`src/rtl/ifetch_pkg.sv`:
```
// ifetch_pkg
// Shared definitions for the instruction-fetch ROM port: the fetch FSM state
// encoding, the NOP delivered when no valid instruction is available, the
// default bus timeout and a word-alignment helper.
// Ports: none (package).
package ifetch_pkg;

    typedef enum logic [1:0] {
        IDLE  = 2'd0,
        WAIT  = 2'd1,
        DRAIN = 2'd2
    } ifetch_state_e;

    localparam logic [31:0] INST_NOP               = 32'h0000_0000;
    localparam int          IFETCH_TIMEOUT_DEFAULT = 64;

    // A fetch address is usable only when it points at a whole 32-bit word.
    function automatic logic is_word_aligned(input logic [1:0] lsb);
        return (lsb == 2'b00);
    endfunction

endpackage

```
`src/rtl/ifetch_rom_port_if.sv`:
```
// ifetch_rom_port_if
// Instruction ROM bus: a single-outstanding request/acknowledge handshake.
// Signals:
//   bus_req   - request, held with bus_addr until bus_ack
//   bus_addr  - ROM byte address of the requested word (ADDR_W bits)
//   bus_ack   - data valid / request accepted
//   bus_rdata - 32-bit read data, valid with bus_ack
//   bus_err   - error flag, valid with bus_ack
// Modports: master (fetch port side), slave (ROM side).
interface ifetch_rom_port_if #(
    parameter int ADDR_W = 32
);
    logic              bus_req;
    logic [ADDR_W-1:0] bus_addr;
    logic              bus_ack;
    logic [31:0]       bus_rdata;
    logic              bus_err;

    modport master (
        output bus_req,
        output bus_addr,
        input  bus_ack,
        input  bus_rdata,
        input  bus_err
    );

    modport slave (
        input  bus_req,
        input  bus_addr,
        output bus_ack,
        output bus_rdata,
        output bus_err
    );
endinterface

```
`src/rtl/ifetch_watchdog.sv`:
```
// ifetch_watchdog
// Loadable down-counter bounding how long a bus transaction may stay open.
// Ports:
//   clk, rst     - clock, asynchronous active-low reset
//   clear        - synchronous clear of the count
//   load         - load load_val (takes effect at the next edge)
//   load_val     - start value, CNT_W bits
//   enable       - count down while high
//   expired      - high in the last enabled cycle of the loaded interval
// Used by ifetch_rom_port only when IFETCH_TIMEOUT_EN is defined.
module ifetch_watchdog #(
    parameter int CNT_W = 7
) (
    input  logic             clk,
    input  logic             rst,
    input  logic             clear,
    input  logic             load,
    input  logic [CNT_W-1:0] load_val,
    input  logic             enable,
    output logic             expired
);

    logic [CNT_W-1:0] cnt_r;

    // Down-counter: clear wins over load, load wins over counting.
    always_ff @(posedge clk or negedge rst) begin
        if (!rst) begin
            cnt_r <= {CNT_W{1'b0}};
        end else if (clear) begin
            cnt_r <= {CNT_W{1'b0}};
        end else if (load) begin
            cnt_r <= load_val;
        end else if (enable && (cnt_r != {CNT_W{1'b0}})) begin
            cnt_r <= cnt_r - CNT_W'(1);
        end else begin
            cnt_r <= cnt_r;
        end
    end

    // A load of N gives exactly N enabled cycles, the Nth one flagged.
    assign expired = enable && (cnt_r == CNT_W'(1));

endmodule

```
`src/rtl/ifetch_rom_port.sv`:
```
// ifetch_rom_port
// Instruction-fetch memory port between the IF stage and the instruction ROM
// bus. Each IF-stage PC is turned into at most one outstanding ROM read; the
// result is kept in a one-entry hold buffer from which the instruction is
// delivered combinationally on a hit.
// Parameters: ADDR_W (fetch address width), TIMEOUT (bus wait bound).
// Ports:
//   clk, rst   - clock, asynchronous active-low reset
//   rom_cs     - fetch enable from the pipeline controller
//   rom_rst    - synchronous flush of the fetch state
//   fetch_addr - PC from the IF stage
//   inst       - instruction to IF/ID (NOP when not valid)
//   rom_stall  - IF must wait for the ROM
//   fetch_err  - delivered instruction is invalid
//   bus        - ROM bus (ifetch_rom_port_if.master)
// Build option: IFETCH_TIMEOUT_EN adds a watchdog that abandons a bus
// transaction after TIMEOUT cycles without bus_ack.
import ifetch_pkg::*;

module ifetch_rom_port #(
    parameter int ADDR_W  = 32,
    parameter int TIMEOUT = IFETCH_TIMEOUT_DEFAULT
) (
    input  logic                clk,
    input  logic                rst,
    input  logic                rom_cs,
    input  logic                rom_rst,
    input  logic [ADDR_W-1:0]   fetch_addr,
    output logic [31:0]         inst,
    output logic                rom_stall,
    output logic                fetch_err,
    ifetch_rom_port_if.master   bus
);

    if (TIMEOUT < 1) begin : g_timeout_range
        $error("ifetch_rom_port: TIMEOUT must be at least 1");
    end

    ifetch_state_e     state_r, state_n;
    logic              hold_valid_r, hold_valid_n;
    logic [ADDR_W-1:0] hold_addr_r, hold_addr_n;
    logic [31:0]       hold_data_r, hold_data_n;
    logic              hold_err_r, hold_err_n;
    logic              bus_req_r, bus_req_n;
    logic [ADDR_W-1:0] bus_addr_r, bus_addr_n;

    logic              hit_s;
    logic              aligned_s;
    logic              miss_s;
    logic              timeout_s;

    assign hit_s     = hold_valid_r && (hold_addr_r == fetch_addr);
    assign aligned_s = is_word_aligned(fetch_addr[1:0]);
    assign miss_s    = rom_cs && !hit_s && aligned_s;

`ifdef IFETCH_TIMEOUT_EN
    localparam int CNT_W = $clog2(TIMEOUT + 1);

    logic wd_load_s;
    logic wd_run_s;
    logic wd_clear_s;

    // The count starts with the request and keeps running through DRAIN, so a
    // flushed transaction is bounded by the same budget as the original one.
    assign wd_run_s   = (state_r == WAIT) || (state_r == DRAIN);
    assign wd_load_s  = (state_r == IDLE) && (state_n == WAIT);
    assign wd_clear_s = (state_n == IDLE);

    ifetch_watchdog #(
        .CNT_W (CNT_W)
    ) u_watchdog (
        .clk      (clk),
        .rst      (rst),
        .clear    (wd_clear_s),
        .load     (wd_load_s),
        .load_val (CNT_W'(TIMEOUT)),
        .enable   (wd_run_s),
        .expired  (timeout_s)
    );
`else
    assign timeout_s = 1'b0;
`endif

    // State, hold buffer and bus request registers; reset drops bus_req at once.
    always_ff @(posedge clk or negedge rst) begin
        if (!rst) begin
            state_r      <= IDLE;
            hold_valid_r <= 1'b0;
            hold_addr_r  <= {ADDR_W{1'b0}};
            hold_data_r  <= INST_NOP;
            hold_err_r   <= 1'b0;
            bus_req_r    <= 1'b0;
            bus_addr_r   <= {ADDR_W{1'b0}};
        end else begin
            state_r      <= state_n;
            hold_valid_r <= hold_valid_n;
            hold_addr_r  <= hold_addr_n;
            hold_data_r  <= hold_data_n;
            hold_err_r   <= hold_err_n;
            bus_req_r    <= bus_req_n;
            bus_addr_r   <= bus_addr_n;
        end
    end

    // Fetch FSM next-state and hold-buffer update.
    always_comb begin
        state_n      = state_r;
        hold_valid_n = hold_valid_r;
        hold_addr_n  = hold_addr_r;
        hold_data_n  = hold_data_r;
        hold_err_n   = hold_err_r;
        bus_req_n    = bus_req_r;
        bus_addr_n   = bus_addr_r;

        if (rom_rst) begin
            hold_valid_n = 1'b0;
        end else begin
            hold_valid_n = hold_valid_r;
        end

        case (state_r)
            IDLE: begin
                // A flush cycle never launches a request.
                if (!rom_rst && miss_s) begin
                    bus_req_n  = 1'b1;
                    bus_addr_n = fetch_addr;
                    state_n    = WAIT;
                end else begin
                    state_n    = IDLE;
                end
            end
            WAIT: begin
                if (bus.bus_ack) begin
                    // Data is filed under the address it was fetched for,
                    // even if the PC has moved on meanwhile.
                    bus_req_n = 1'b0;
                    state_n   = IDLE;
                    if (!rom_rst) begin
                        hold_valid_n = 1'b1;
                        hold_addr_n  = bus_addr_r;
                        hold_data_n  = bus.bus_rdata;
                        hold_err_n   = bus.bus_err;
                    end else begin
                        hold_valid_n = 1'b0;
                    end
                end else if (timeout_s) begin
                    // Abandoned fetch becomes an error entry for that PC.
                    bus_req_n = 1'b0;
                    state_n   = IDLE;
                    if (!rom_rst) begin
                        hold_valid_n = 1'b1;
                        hold_addr_n  = bus_addr_r;
                        hold_data_n  = INST_NOP;
                        hold_err_n   = 1'b1;
                    end else begin
                        hold_valid_n = 1'b0;
                    end
                end else if (rom_rst) begin
                    // The request cannot be withdrawn; wait it out in DRAIN.
                    state_n = DRAIN;
                end else begin
                    state_n = WAIT;
                end
            end
            DRAIN: begin
                if (bus.bus_ack || timeout_s) begin
                    bus_req_n = 1'b0;
                    state_n   = IDLE;
                end else begin
                    state_n   = DRAIN;
                end
            end
            default: begin
                bus_req_n = 1'b0;
                state_n   = IDLE;
            end
        endcase
    end

    assign bus.bus_req  = bus_req_r;
    assign bus.bus_addr = bus_addr_r;

    // Stall is forced low during reset since the hold buffer is being cleared.
    assign rom_stall = rst && miss_s;
    assign inst      = (hit_s && !hold_err_r) ? hold_data_r : INST_NOP;
    assign fetch_err = rom_cs && ((hit_s && hold_err_r) || !aligned_s);

endmodule
```
`src/flat_wrapper.sv`:
```
// flat-port wrapper written by rule: the top's interface ports become plain ports
module ifetch_rom_port_flat 
#(
    parameter int ADDR_W  = 32,
    parameter int TIMEOUT = IFETCH_TIMEOUT_DEFAULT
)
  (clk, rst, rom_cs, rom_rst, fetch_addr, inst, rom_stall, fetch_err, bus_bus_req, bus_bus_addr, bus_bus_ack, bus_bus_rdata, bus_bus_err);
  ifetch_rom_port_if #(.ADDR_W(ADDR_W)) bus_i ();
  input  logic clk;
  input  logic rst;
  input  logic rom_cs;
  input  logic rom_rst;
  input  logic [ADDR_W-1:0] fetch_addr;
  output logic [31:0] inst;
  output logic rom_stall;
  output logic fetch_err;
  output wire logic [$bits(bus_i.bus_req)-1:0] bus_bus_req;
  output wire logic [$bits(bus_i.bus_addr)-1:0] bus_bus_addr;
  input wire logic [$bits(bus_i.bus_ack)-1:0] bus_bus_ack;
  input wire logic [$bits(bus_i.bus_rdata)-1:0] bus_bus_rdata;
  input wire logic [$bits(bus_i.bus_err)-1:0] bus_bus_err;
  assign bus_bus_req = bus_i.bus_req;
  assign bus_bus_addr = bus_i.bus_addr;
  assign bus_i.bus_ack = bus_bus_ack;
  assign bus_i.bus_rdata = bus_bus_rdata;
  assign bus_i.bus_err = bus_bus_err;
  ifetch_rom_port #(.ADDR_W(ADDR_W), .TIMEOUT(TIMEOUT)) u_core (.clk(clk), .rst(rst), .rom_cs(rom_cs), .rom_rst(rom_rst), .fetch_addr(fetch_addr), .inst(inst), .rom_stall(rom_stall), .fetch_err(fetch_err), .bus(bus_i));
endmodule
```
`config.mk`:
```
export PLATFORM = sky130hd
export DESIGN_NAME = ifetch_rom_port_flat
export DESIGN_NICKNAME = d
export VERILOG_FILES = /design/src/rtl/ifetch_pkg.sv /design/src/rtl/ifetch_rom_port_if.sv /design/src/rtl/ifetch_watchdog.sv /design/src/rtl/ifetch_rom_port.sv /design/src/flat_wrapper.sv
export SDC_FILE = /design/constraint.sdc
export NUM_CORES = 1
export LEC_CHECK = 0
export BUFFER_PORTS_ARGS = -buffer_cell sky130_fd_sc_hd__buf_2
export CAP_MARGIN = 20
export CORE_MARGIN = 2
export CORE_UTILIZATION = 45
export CTS_CLUSTER_SIZE = 40
export DETAILED_ROUTE_END_ITERATION = 12
export GPL_TIMING_DRIVEN = 1
export HOLD_SLACK_MARGIN = 0.08
export MAX_ROUTING_LAYER = met4
export PLACE_DENSITY = 0.75
export SKIP_LAST_GASP = 1
export SLEW_MARGIN = 20
export SYNTH_ARGS = -nofsm -noshare
export SYNTH_HDL_FRONTEND = slang
export SYNTH_SLANG_ARGS = --single-unit
```
`constraint.sdc`:
```
create_clock -name clk -period 1.9 [get_ports clk]
set_input_delay 0.095 -clock clk [delete_from_list [all_inputs] [get_ports clk]]
set_output_delay 0.095 -clock clk [all_outputs]
set_load 0.005 [all_outputs]
```
======== Word level (Yosys, flattened, before mapping) ========
Cells that the tools add are included.
storage, ports and cells
  logic and storage cells ................. 45
  register bits after elaboration ......... 101
  output and inout port bits .............. 67
cells by class
  bitwise operators ....................... 1
  equal/unequal tests ..................... 5
  reduce and logical (&&, ||, !) cells .... 19
  muxes and demuxes ....................... 13
operators with widths
  cell                number
  $eq 32x32->1        1
  $mux 32             1
  $logic_and 1x1->1   8
  $mux 1              7
  $mux 2              3
  $pmux 2 s3          1
  $logic_not 1->1     4
  $logic_not 2->1     2
  $ne 2x1->1 const B  2
  $reduce_and 2->1    2
  $reduce_and 3->1    1
  $eq 2x1->1 const B  1
  $eq 2x2->1 const B  1
  $pmux 1 s2          1
  $reduce_or 2->1     1
  $logic_or 1x1->1    1
  $not 1->1           1

======== Depth between registers and ports, before layout ========
  word-level depth ........................ 8
  mapped depth ............................ 7
  depth with buffers taken out ............ 6

======== Worst setup path before layout ========
No wires, ideal clock.
  path type ............................... reg2reg
  start point ............................. register u_core.hold_addr_r[3]
  end point ............................... register u_core.bus_addr_r[10] (netlist: u_core.bus.bus_addr[10])
  stages on the path, launching flop included .. 8
  clock period less this slack ............ 1.838 ns
  arrival time ............................ 1.713 ns
  setup slack ............................. 0.062 ns
  cell sequence ........................... dfrtp_1 > xnor2_1 > nand4_1 > nor4_1 > nand4_1 > nand3_2 > buf_6 > mux2_2
on the way
  cells in the longest elaborated chain, start to end .. 7
RTL lines
  item                               line                    source
  start: declaration                 ifetch_rom_port.sv:41   logic [ADDR_W-1:0] hold_addr_r, hold_addr_n;
  start signal: assignment           ifetch_rom_port.sv:89   hold_addr_r <= {ADDR_W{1'b0}};
  start signal: assignment           ifetch_rom_port.sv:97   hold_addr_r <= hold_addr_n;
  $eq 32x32->1                       ifetch_rom_port.sv:52   assign hit_s = hold_valid_r && (hold_addr_r == fetch_addr);
  $logic_and 1x1->1                  ifetch_rom_port.sv:52
  $logic_not 1->1                    ifetch_rom_port.sv:54   assign miss_s = rom_cs && !hit_s && aligned_s;
  $logic_and 1x1->1 (2 in a row)     ifetch_rom_port.sv:54
  $logic_and 1x1->1                  ifetch_rom_port.sv:124  if (!rom_rst && miss_s) begin
  $reduce_and 2->1 (no source line)  --
  end signal: assignment             ifetch_rom_port.sv:93   bus_addr_r <= {ADDR_W{1'b0}};
  end signal: assignment             ifetch_rom_port.sv:101  bus_addr_r <= bus_addr_n;
  end: declaration                   ifetch_rom_port.sv:45   logic [ADDR_W-1:0] bus_addr_r, bus_addr_n;
Every way passes these cells.
A chain may end at the register's enable or synchronous reset.

======== Worst setup path after layout ========
  start point ............................. register u_core.hold_addr_r[1]
  end point ............................... output port inst[10]
on the way
  cells in the longest elaborated chain, start to end .. 4
RTL lines
  item               line                    source
  $eq 32x32->1       ifetch_rom_port.sv:52
  $logic_and 1x1->1  ifetch_rom_port.sv:52
  $logic_and 1x1->1  ifetch_rom_port.sv:185  assign inst = (hit_s && !hold_err_r) ? hold_data_r : INST_NOP;
  $mux 32            ifetch_rom_port.sv:185
  end: declaration   flat_wrapper.sv:14      output logic [31:0] inst;
Every way passes these cells.

==> results.txt <==
----------------------------------------------------
[Run status]
  Result of the run ... complete, but fails checks
  Violated checks ... setup timing

[Worst setup path]
  Required time worst endpoint ... 1.80 ns
  Source of the worst register-to-register timing path ... u_core.hold_addr_r[1]$_DFFE_PN0P_
  Start point of the critical path ... u_core.hold_addr_r[1]$_DFFE_PN0P_
  R2R Setup Slk ... -0.34 ns
  Crit. End Element ... output pin
  Max FO, Critical Path ... 32
  Number of cells on the worst reg-to-reg path ... 9
  Critical Path Stages ... 8
  Slowest cell on the critical path ... sky130_fd_sc_hd__dfrtp_1
  Worst path arrival time ... 2.25 ns
  Cell type with the highest occurrence count on the critical path ... sky130_fd_sc_hd__nand4_1
  Crit path buf inv count ... 2
  Endpoint of the worst setup timing path ... inst[10]
  List of cells traversed by the critical path ... xnor2_2 > nand4_1 > nor4_2 > nand4_1 > nor2_2 > buf_12 > and2_1 > buf_2
  Critical Setup Path Class ... reg2out
  Critical R2R Capture ... u_core.bus.bus_addr[30]$_DFFE_PN0P_
  Nature of the critical path startpoint ... flip-flop
  Delay contributed by the slowest stage of the critical path ... 0.41 ns
  Largest delay contributor family on the critical path ... simple AND/OR/NAND/NOR gates

[Synth]
  Number of distinct standard cells referenced by the synthesized netlist ... 23
  Syn. warnings ... 0
  Synth Instances ... 313
  Nets in the synthesized netlist ... 387
  Average footprint of a synthesized cell ... 14.1 um^2
  Yosys reg bits ... 101
  Post-synth EDFFs ... 0
  Synthesized area ... 4410 um^2
  Most used flip-flop cell after synthesis ... sky130_fd_sc_hd__dfrtp_1
  Portion of the post-synthesis area used by sequential elements ... 0.573
  Asr flop ratio synth ... 1.00

[Floorplan]
  Total die area ... 10600 um^2
  Horizontal die dimension ... 103 um
  Core footprint ... 9640 um^2
  Effective utilization at floorplan ... 0.457
  Site Rows ... 36
  Die height ... 103 um
  Number of top-level pins ... 137

[Clocking]
  Buffers from clock root to sink, at most ... 2
  Clock buffer count from CTS ... 9
  H-tree Lvls ... 3
  Number of sinks on the clock net ... 101
  CTS Root Cell ... sky130_fd_sc_hd__clkbuf_8
  Clock slew at reported path FFs ... 0.10 ns
  TritonCTS clock tree ... yes
  Clk Latency, worst-skew pair ... 0.37 ns

[Power]
  VDD IR max ... 0.658 mV
  Leak Pwr ... 3.26 nW
  Total power divided by cell area ... 904 nW/um^2

[Timing]
  RSZ-0062 raised after global routing ... yes
  Post-Route Skew ... 0.0102 ns
  Slew at the pin closest to its max-slew limit ... 0.647 ns
  Pins over their slew limit ... 0
  Final hold violations ... 0
  Number of failing setup endpoints in the final timing report ... 67
  Peak Freq ... 427 MHz
  Final WS setup ... -0.443 ns
  Max_slew headroom ... 0.569
  Share of the cycle needed by the critical path after routing ... 1.23
  Crit path time final ... 2.34 ns

[Detailed routing]
  Routed Wire Length ... 11100 um
  Met3 Wirelength ... 680 um
  Detail Route Antenna Nets ... 0
  Top layer reached by signal wires ... met4
  DR DRC count ... 0
  Starting DRT DRC Count ... 104
  Post-route met1 wirelength ... 4690 um
  Total number of vias ... 3247
  Vias per Instance ... 4.87
  Met2 routed WL ... 5680 um
  Per-cell routed wire length ... 16.7 um
  First-pass DRT Iterations ... 4

[Finish]
  Signed area change from the synthesized netlist to the final layout ... 46.2%
  Post-route core utilization ... 0.668
  Net total in the final layout ... 603
  Final non-filler cell total ... 667
  Number of inserted diodes ... 0
  Commonest non-fill, non-tap cells in the layout ... sky130_fd_sc_hd__buf_2, sky130_fd_sc_hd__dfrtp_1, sky130_fd_sc_hd__dlygate4sd3_1
  Most common cell after layout, fill and taps aside ... sky130_fd_sc_hd__buf_2
  Layout cells sized above 1 ... 0.517

[Placement]
  Routability congestion estimate from global placement ... 0.760
  Count of buffers inserted at the top-level ports ... 136
  Half-perimeter wire length after detailed placement ... 6500 um
  Number of placed cells counting well taps ... 578

[Global route]
  Maximum number of pins on one net before global-route repair ... 52
  Total global routing track utilization ... 0.218
  Via count of the first global-routing pass ... 3466
  Number of antenna violations at the first check in global routing ... 0
  Global-route wire length before repair ... 17000 um
  Sum of overflow across all layers after global routing ... 0

[Run]
  Max-capacitance violation count ... 0

[Hold path]
  Classification of the worst-slack hold path ... in2async

----------------------------------------------------
-- metrics by stage --
| step | setup WS [ns] | TNS [ns] | hold WS [ns] | area [um^2] | total power (W) |
|---|---|---|---|---|---|
| floorplan | 0.0618 | 0 | -0.201 | 4410 | 0.00362 |
| global placement | -0.192 | -10.58 | -0.0155 | 5300 | 0.00403 |
| detailed placement | -0.273 | -13.74 | -0.0122 | 5300 | 0.00411 |
| CTS | -0.438 | -23.37 | 0.136 | 6410 | 0.00577 |
| global route | -0.594 | -30.69 | 0.169 | 6440 | 0.00613 |
| finish | -0.443 | -21.86 | 0.166 | 6440 | 0.00583 |
-- report_power, final --
part	total [W]	internal [W]	switching (W)
sequential	0.00301	0.00266	0.000346
clock	0.00147	0.000742	0.000728
combinational	0.00135	0.000893	0.000455
-- sequential cells by signal, summed over array words and instances, names as in the netlist --
| name | count |
|---|---|
| u_core.hold_valid_r | 1 |
| u_core.hold_addr_r | 32 |
| u_core.bus.bus_req | 1 |
| u_core.hold_err_r | 1 |
| u_core.state_r | 2 |
| u_core.bus.bus_addr | 32 |
| u_core.hold_data_r | 32 |
-- cell usage after synthesis (all sizes together) (3+ instances only) --
library cell	count	share of area
dfrtp	101	0.57
mux2	95	0.24
and2	35	0.050
xnor2	32	0.064
nand4	8	0.011
buf	7	0.012
clkbuf	6	0.0060
nor2	5	0.0043
ha	4	0.011
inv	4	0.0034
a21oi	3	0.0034
-- layout make-up --
class,count,area (um^2)
inverters,4,15.0
fillers,733,3200
multi-input cells,195,1980
well taps,133,166
clock inverters,6,86.3
flip-flops and latches,101,2530
repair buffers,218,1540
clock buffers,10,128
-- timing repair --
item | 4_1_cts | 5_1_grt
pin swaps | 4 | 5
hold buffers | 67 | 0
hold endpoints to repair | 117 | 0
resized for setup | 28 | 33
cloned | 3 | 0
endpoints found under the setup margin | 67 | 67
setup buffers | 6 | 3
-- layer usage --
metal | up-vias | GRT usage
met4 | 0 | 0.0668
met3 | 13 | 0.0563
met1 | 1614 | 0.252
met5 | - | -
li1 | 1507 | -
met2 | 113 | 0.374
-- worst min path at each step --
stage | start | end | slack (ns) | depth (start not counted)
floorplan | rst | u_core.bus.bus_addr[0]$_DFFE_PN0P_ | -0.20 | 0
global placement | rst | u_core.hold_err_r$_DFFE_PN0P_ | -0.02 | 1
detailed placement | rst | u_core.hold_err_r$_DFFE_PN0P_ | -0.01 | 1
CTS | rst | u_core.state_r[0]$_DFF_PN0_ | 0.14 | 2
global route | rst | u_core.state_r[0]$_DFF_PN0_ | 0.17 | 2
finish | rst | u_core.state_r[0]$_DFF_PN0_ | 0.17 | 2
-- kinds of logic (layout without fill, tap and decap cells) --
kind of cell,Yosys count,after routing,synth area share
xor+xnor,32,32,0.0636
mux,95,95,0.243
buf+inv,17,238,0.0216
simple gates,59,59,0.0817
fa+ha+maj,4,4,0.0114
compound gates,5,5,0.00568
flops,101,101,0.573
Power figures use the tool's default switching activity.
